--- src/rtl/board_ram_arbiter.sv ---
// Board RAM arbiter: shares the single-port board RAM between game requesters
// with round-robin grants, a hold lock and read data tagged to the issuer.
module board_ram_arbiter #(
  parameter int NUM_REQ = 4,
  parameter int ADDR_W  = 8,
  parameter int DATA_W  = 6,
  parameter int RD_LAT  = 2
) (
  input  logic                      clk,
  input  logic                      reset_n,
  input  logic [NUM_REQ-1:0]        req,
  input  logic [NUM_REQ-1:0]        lock,
  input  logic [NUM_REQ*ADDR_W-1:0] addr,
  input  logic [NUM_REQ*DATA_W-1:0] wdata,
  input  logic [NUM_REQ-1:0]        wren,
  output logic [NUM_REQ-1:0]        gnt,
  output logic [NUM_REQ-1:0]        rvalid,
  output logic [DATA_W-1:0]         rdata,
  output logic [ADDR_W-1:0]         ram_addr,
  output logic [DATA_W-1:0]         ram_in,
  output logic                      ram_wren,
  input  logic [DATA_W-1:0]         ram_q,
  output logic                      busy
);

  localparam int IDX_W = (NUM_REQ > 1) ? $clog2(NUM_REQ) : 1;

  typedef enum logic {S_IDLE = 1'b0, S_OWNED = 1'b1} state_t;

  state_t             r_state;
  logic [IDX_W-1:0]   r_owner;
  logic [IDX_W-1:0]   r_ptr;
  logic [NUM_REQ-1:0] r_gnt;
  logic [RD_LAT-1:0]  r_pipe_vld;
  logic [IDX_W-1:0]   r_pipe_idx [RD_LAT];

  logic               w_active;
  logic               w_rd_issue;
  logic               w_hold;
  logic [NUM_REQ-1:0] w_others;
  logic [IDX_W-1:0]   w_next;
  logic [IDX_W-1:0]   w_pick_idle;
  logic [IDX_W-1:0]   w_pick_rel;

  function automatic logic [NUM_REQ-1:0] f_onehot(input logic [IDX_W-1:0] idx);
    return NUM_REQ'(1) << idx;
  endfunction

  function automatic logic [IDX_W-1:0] f_next(input logic [IDX_W-1:0] idx);
    return (int'(idx) == NUM_REQ - 1) ? IDX_W'(0) : IDX_W'(int'(idx) + 1);
  endfunction

  // Scan downwards so the requester closest to start (modulo NUM_REQ) wins.
  function automatic logic [IDX_W-1:0] f_pick(input logic [NUM_REQ-1:0] v,
                                               input logic [IDX_W-1:0]   start);
    logic [IDX_W-1:0] sel;
    int               idx;
    sel = start;
    for (int k = NUM_REQ - 1; k >= 0; k--) begin
      idx = (int'(start) + k) % NUM_REQ;
      if (v[idx]) sel = IDX_W'(idx);
    end
    return sel;
  endfunction

  // Owner-selected RAM access path and arbitration candidates.
  always_comb begin
    w_active    = (r_state == S_OWNED);
    w_hold      = req[r_owner] | lock[r_owner];
    w_others    = req & ~f_onehot(r_owner);
    w_next      = f_next(r_owner);
    w_pick_idle = f_pick(req, r_ptr);
    w_pick_rel  = f_pick(w_others, w_next);
    ram_addr    = {ADDR_W{1'b0}};
    ram_in      = {DATA_W{1'b0}};
    ram_wren    = 1'b0;
    w_rd_issue  = 1'b0;
    if (w_active) begin
      ram_addr   = addr[r_owner*ADDR_W +: ADDR_W];
      ram_in     = wdata[r_owner*DATA_W +: DATA_W];
      ram_wren   = req[r_owner] & wren[r_owner];
      w_rd_issue = req[r_owner] & ~wren[r_owner];
    end else begin
      ram_addr   = {ADDR_W{1'b0}};
      ram_in     = {DATA_W{1'b0}};
      ram_wren   = 1'b0;
      w_rd_issue = 1'b0;
    end
  end

  // Grant FSM: round-robin from idle, hold while req|lock, re-arbitrate on release.
  always_ff @(posedge clk) begin
    if (!reset_n) begin
      r_state <= S_IDLE;
      r_owner <= {IDX_W{1'b0}};
      r_ptr   <= {IDX_W{1'b0}};
      r_gnt   <= {NUM_REQ{1'b0}};
    end else begin
      case (r_state)
        S_IDLE: begin
          if (|req) begin
            r_state <= S_OWNED;
            r_owner <= w_pick_idle;
            r_gnt   <= f_onehot(w_pick_idle);
          end else begin
            r_gnt   <= {NUM_REQ{1'b0}};
          end
        end
        S_OWNED: begin
          if (w_hold) begin
            r_gnt <= f_onehot(r_owner);
          end else begin
            r_ptr <= w_next;
            // Direct handoff avoids an idle bubble when someone else waits.
            if (|w_others) begin
              r_owner <= w_pick_rel;
              r_gnt   <= f_onehot(w_pick_rel);
            end else begin
              r_state <= S_IDLE;
              r_gnt   <= {NUM_REQ{1'b0}};
            end
          end
        end
        default: begin
          r_state <= S_IDLE;
          r_gnt   <= {NUM_REQ{1'b0}};
        end
      endcase
    end
  end

  // Read-return pipeline matching the RAM latency, tagged with the issuer.
  always_ff @(posedge clk) begin
    if (!reset_n) begin
      r_pipe_vld <= {RD_LAT{1'b0}};
      for (int k = 0; k < RD_LAT; k++) r_pipe_idx[k] <= {IDX_W{1'b0}};
    end else begin
      for (int k = RD_LAT - 1; k > 0; k--) begin
        r_pipe_vld[k] <= r_pipe_vld[k-1];
        r_pipe_idx[k] <= r_pipe_idx[k-1];
      end
      r_pipe_vld[0] <= w_rd_issue;
      r_pipe_idx[0] <= r_owner;
    end
  end

  // Decode the pipeline tail into the per-requester read-valid pulse.
  always_comb begin
    rvalid = {NUM_REQ{1'b0}};
    if (r_pipe_vld[RD_LAT-1]) begin
      rvalid = f_onehot(r_pipe_idx[RD_LAT-1]);
    end else begin
      rvalid = {NUM_REQ{1'b0}};
    end
  end

  assign gnt   = r_gnt;
  assign rdata = ram_q;
  assign busy  = (|r_gnt) | (|r_pipe_vld);

endmodule

--- config.mk ---
export PLATFORM = sky130hd
export DESIGN_NAME = board_ram_arbiter
export DESIGN_NICKNAME = d
export VERILOG_FILES = /design/src/rtl/board_ram_arbiter.sv
export SDC_FILE = /design/constraint.sdc
export NUM_CORES = 1
export LEC_CHECK = 0
export ABC_AREA = 1
export BUFFER_PORTS_ARGS = -buffer_cell sky130_fd_sc_hd__buf_2
export CORE_UTILIZATION = 47
export CTS_BUF_LIST = sky130_fd_sc_hd__clkbuf_16
export DETAILED_ROUTE_END_ITERATION = 10
export PLACE_DENSITY = 0.85
export SYNTH_ARGS = -nofsm -noshare
export SYNTH_HDL_FRONTEND = slang
export SYNTH_SLANG_ARGS = --single-unit
export TNS_END_PERCENT = 5
--- constraint.sdc ---
create_clock -name clk -period 3.4 [get_ports clk]
set_input_delay 0.51 -clock clk [delete_from_list [all_inputs] [get_ports clk]]
set_output_delay 0.51 -clock clk [all_outputs]
set_load 0.05 [all_outputs]
## Word level (Yosys, flattened, before mapping)

Memories as Yosys holds them, arrays and structs flattened.
Cells that the tools add are included.

| storage, ports and cells | value |
|---|---|
| bits in registers | 11 |
| bits in latches | 0 |
| bits in writable memories | 4 |
| memory bits (read-only) | 0 |
| input port bits | 76 |
| output and inout port bits | 30 |
| logic and storage cells | 121 |
| memories | 1 |

Memories:

| name | words | width | rd ports | clocked after Yosys merged registers in | wr ports | RTL line | source |
|---|---|---|---|---|---|---|---|
| r_pipe_idx | 2 | 2 | 2 | 0 | 2 | 35 | `logic [IDX_W-1:0] r_pipe_idx [RD_LAT];` |

| cells by class | value |
|---|---|
| add/sub/neg operators | 7 |
| multiply operators | 1 |
| div/mod/pow operators | 0 |
| order comparisons | 9 |
| equality and inequality tests | 4 |
| shifts and indexed selects | 6 |
| muxes and demuxes | 57 |
| bitwise operators | 17 |
| reductions and logical operators | 13 |

Operators by type and width:

| operator | number |
|---|---|
| 32-bit by 6-bit variable part select with 8-bit output | 1 |
| 2-bit 2-to-1 mux | 14 |
| 3-bit by 4-bit < comparator with 1-bit output (second input constant) | 6 |
| 24-bit by 6-bit variable part select with 6-bit output | 1 |
| 1-bit 2-to-1 mux | 23 |
| 1-bit binary-select mux with 2-bit select | 11 |
| 4-bit 2-to-1 mux | 4 |
| 1-bit by 2-bit left shift with 4-bit output (first input constant) | 4 |
| 2-bit OR reduction | 7 |
| 4-bit OR reduction | 3 |
| 2-bit by 3-bit < comparator with 1-bit output (second input constant) | 3 |
| 2-bit adder (second input constant) | 4 |
| 8-bit 2-to-1 mux | 1 |
| 4-bit one-hot mux with 2 select lines | 1 |
| 2-bit by 1-bit adder with 2-bit output (second input constant) | 3 |
| 1-bit bitwise AND (first input constant) | 6 |
| 6-bit 2-to-1 mux | 1 |
| 4-bit bitwise AND | 1 |
| 2-bit by 2-bit multiplier with 4-bit output (second input constant) | 1 |
| 2-bit != test (second input constant) | 2 |
| 4-bit inverter | 1 |
| 1-bit OR | 4 |
| 2-bit one-hot mux with 2 select lines | 1 |
| 2-bit AND reduction | 2 |
| 6 further kinds | 9 |

## Longest topological paths before layout

| logic depth | value |
|---|---|
| depth after elaboration | 16 |
| gate-level depth with buffers | 17 |
| gate-level depth less buffers | 15 |

## Worst setup path after synthesis

Ideal clock, no wire load.

| timing path | value |
|---|---|
| path type | register to output |
| from | reg r_owner[0] |
| to | out ram_addr[6] |
| data arrival time | 1.908 ns |
| required time | 2.890 ns |
| setup slack | 0.982 ns |
| cell stages (with the launch flop) | 7 |
| buffers on the path | 2 |
| cells stage by stage | dfxtp_1 -> buf_4 -> clkbuf_1 -> nor2_1 -> nor2_1 -> o21ai_0 -> a21oi_1 |

| between the ends | value |
|---|---|
| word-level cells in the longest chain between the ends | 2 |

RTL lines:

| item | RTL line | source |
|---|---|---|
| start, declared | 31 | `logic [IDX_W-1:0] r_owner;` |
| start signal, assigned | 95 | `r_owner <= {IDX_W{1'b0}};` |
| start signal, assigned | 103 | `r_owner <= w_pick_idle;` |
| start signal, assigned | 116 | `r_owner <= w_pick_rel;` |
| 32-bit by 6-bit variable part select with 8-bit output | 79 | `ram_addr = addr[r_owner*ADDR_W +: ADDR_W];` |
| 8-bit 2-to-1 mux | 78 | `if (w_active) begin` |
| end, declared | 19 | `output logic [ADDR_W-1:0] ram_addr,` |

No other way between the ends.

## Worst setup path in the final report

| timing path | value |
|---|---|
| from | reg r_owner[0] |
| to | out ram_wren |

| between the ends | value |
|---|---|
| word-level cells in the longest chain between the ends | 4 |
| elaborated cells between the ends (all ways) | 6 |
| classes of those cells | mux: 5; bitwise: 1 |

RTL lines:

| item | RTL line | source |
|---|---|---|
| 1-bit binary-select mux with 2-bit select | 81 | `ram_wren = req[r_owner] & wren[r_owner];` |
| 1-bit 2-to-1 mux (implied by the code) | 81 |  |
| 1-bit bitwise AND (*) | 81 |  |
| 1-bit 2-to-1 mux (*) | 78 |  |
| end, declared | 21 | `output logic ram_wren,` |

Mark *: on every way between the ends. The rest lies on a longest branch, timed or not. The select of a mux whose other input is x is not followed.

==> flow_summary.ini <==
[power]
leakage_nw = 1.32
ir_worst_vdd_mv = 0.617
p_total_w = 0.00229
power_density_nw_per_um2 = 1010

[cells_and_area]
final_core_util_pct = 65.7
design_area_um2 = 2280
multi_input_area_um2 = 1220
nets = 500
fillers = 343
instances_no_fill = 465
n_antenna_cell = 0
drive_gt1_share_pct = 27.4
area_growth_pct = 29.5
register_area_um2 = 300

[min_path]
hp-class = reg2reg
hold_path.startpoint = r_pipe_idx[0][1]

[placement]
placed_cells = 461
port_buffers = 93
gp_congestion = 0.952
dp_hpwl_um = 4240
dpl_cell_area_um2 = 2200

[synthesis]
synth_fa_ha_area_share_pct = 2.84
ys.flop_type = dfxtp_1
syn_inst = 338
yosys.area.top_type_share_pct = 18.1
synthMuxAreaShare_pct = 0
synth_compound_area_share_pct = 20.8
synth_seq_cells = 15
synth-simple-area-share_pct = 45.7
yosysWarnings = 0
synth_area_leaders = nand2_1, dfxtp_1, nor2_1
synth_top_area_cell = nand2_1
seq_area_frac_synth_pct = 17.1
synth_edf_count = 0
synth_top_family_by_area = simple AND/OR/NAND/NOR gates
ys_types = 27
synthesis.nets = 418
synth_area_um2 = 1760
syn_avg_cell_area_um2 = 5.20
async_reset_ff_share_pct = 0
synth_xor_area_share_pct = 0

[global_routing]
grt_usage_pct = 27.4
grt_pass1_wl_um = 9010
antenna_found_initial = 0
grt_pass1_vias = 2226
grt_max_degree = 41
grt_overflow = 0

[status]
outcome = completed

[setup_path]
critPathLaunchType = register
critPathKind = reg2out
critPathRequiredTime_ns = 2.89
crit_fanout = 40
cp-end-kind = output port
cp-startpoint = r_owner[0]
worstPathArrival_ns = 1.86
r2r-start = r_owner[0]
reg2reg_setup_slack_ns = 1.11

[routing]
drt_wl_total_um = 5400
final_antenna_net_count = 0
first_pass_iters = 7
drt-initial-drc-count = 201
vias_per_cell = 5.20
num_vias = 2419
wire_per_inst_um = 11.6
drc = 0

[run]
maxCapViolations = 0

[cts]
cts_tree = yes
cts_inserted_buffers = 3
cts_max_path_buffers = 2
clock_sinks = 15
cts_setup_buffers = 0
cts_max_level = 1
cts_resized = 0
cts-root-buf = clkbuf_16
clkLatencyLatePin_ns = 0.24
hold_buffers = 0
clk_pin_slew_ns = 0.04

[timing]
rsz0062_at_grt = no
fmax_mhz = 422
slew_viol_final = 0
slew_headroom_pct = 65.9
hold_viol = 0
timing.final.crit_share_pct = 69.8
worstMarginPinSlew_ns = 0.509
tns_ns = 0
setup_viol = 0
finClkSkew_ns = 0.00326
period_minus_slack_ns = 2.37

[die]
core_um2 = 3470
die_width_um = 63.2
fp.dieH_um = 63.2
rows = 21
io_pins = 106
initial_core_util_pct = 50.7
die-area_um2 = 3990
-- layout make-up --
cell class                 instances  share of cell area, %
inverter                          38                   6.26
clock inverter                     1                  0.165
multi-input combinational        267                   53.5
tap                               46                   2.53
sequential                        15                   13.2
clock buffer                       3                   3.29
timing repair buffer              95                   21.1
-- cell usage in the layout, fill, tap and decap left out --
cell type and n:
buf_2 93, nand2_1 85, nor2_1 74, o21ai_0 33
inv_1 31, a21oi_1 23, nand3_1 18, dfxtp_1 15
inv_2 6, nor3_1 5, nand4_1 4, ha_1 4
o21ai_1 3, o21ai_2 3, nand2_2 3, nor2_2 3
clkbuf_16 3, clkinv_1 2, o22ai_1 2, a21boi_1 2
buf_4 2, nor4_1 1, a32oi_1 1, nand2_4 1
nor2_4 1, o211ai_1 1
-- sequential cells by signal, indices dropped and copies added (netlist names) --
name and cells:
gnt 4, r_owner 2, r_pipe_idx 4, r_pipe_vld 2, r_ptr 2, r_state 1
-- path summary, 6_finish.rpt --
path	end	depth (start not counted)
hold / removal	r_pipe_idx[0][3]	2
hold reg to reg	r_pipe_idx[0][3]	2
setup / recovery	ram_wren	6
setup reg to reg	gnt[0]	11
-- where the power goes --
| group | switching, W | total (W) | internal, W | leakage, nW |
|---|---|---|---|---|
| clock | 0.0000675 | 0.000223 | 0.000155 | 0.0423 |
| sequential | 0.0000393 | 0.000267 | 0.000227 | 0.123 |
| combinational | 0.00129 | 0.00180 | 0.000507 | 1.15 |
-- Yosys cell counts, types with 3 or more instances --
cell type   n
nand2_1    85
ha_1        4
clkbuf_1    6
buf_4       7
o21ai_1     3
a21oi_1    23
inv_1      30
nand3_1    18
nand2_2     3
o21ai_2     3
nor2_1     74
nor3_1      5
nand4_1     4
buf_2       3
inv_2       6
nor2_2      3
dfxtp_1    15
o21ai_0    33
-- metal layers --
metal	routed length, um	up-vias	global-route usage, %
li1	-	1234	-
met2	2690	118	50.8
met4	89	0	8.81
met5	0	-	0
met3	397	10	4.53
met1	2220	1057	31.5
-- cells by family after synthesis --
family,count (synthesis)
DFF,15
buffers and inverters,56
and+or+nand+nor,195
adders and majority gates,4
AOI/OAI and AO/OA,68
-- critical path, stage by stage (launching register included) --
cell     delay [ns]
dfxtp_1        0.34
buf_4          0.37
o21ai_1        0.15
o21ai_2        0.24
nand2_1        0.11
nor2_1         0.12
buf_2          0.27
-- through the flow --
stage | hold WS (ns) | setup WS, ns
after floorplan | 0.390 | 0.982
after global placement | 0.393 | 1.27
after detailed placement | 0.399 | 1.19
after CTS | 0.410 | 1.03
after global routing | 0.431 | 0.888
final | 0.408 | 1.03
No activity file was read; power rests on OpenSTA's default activity.
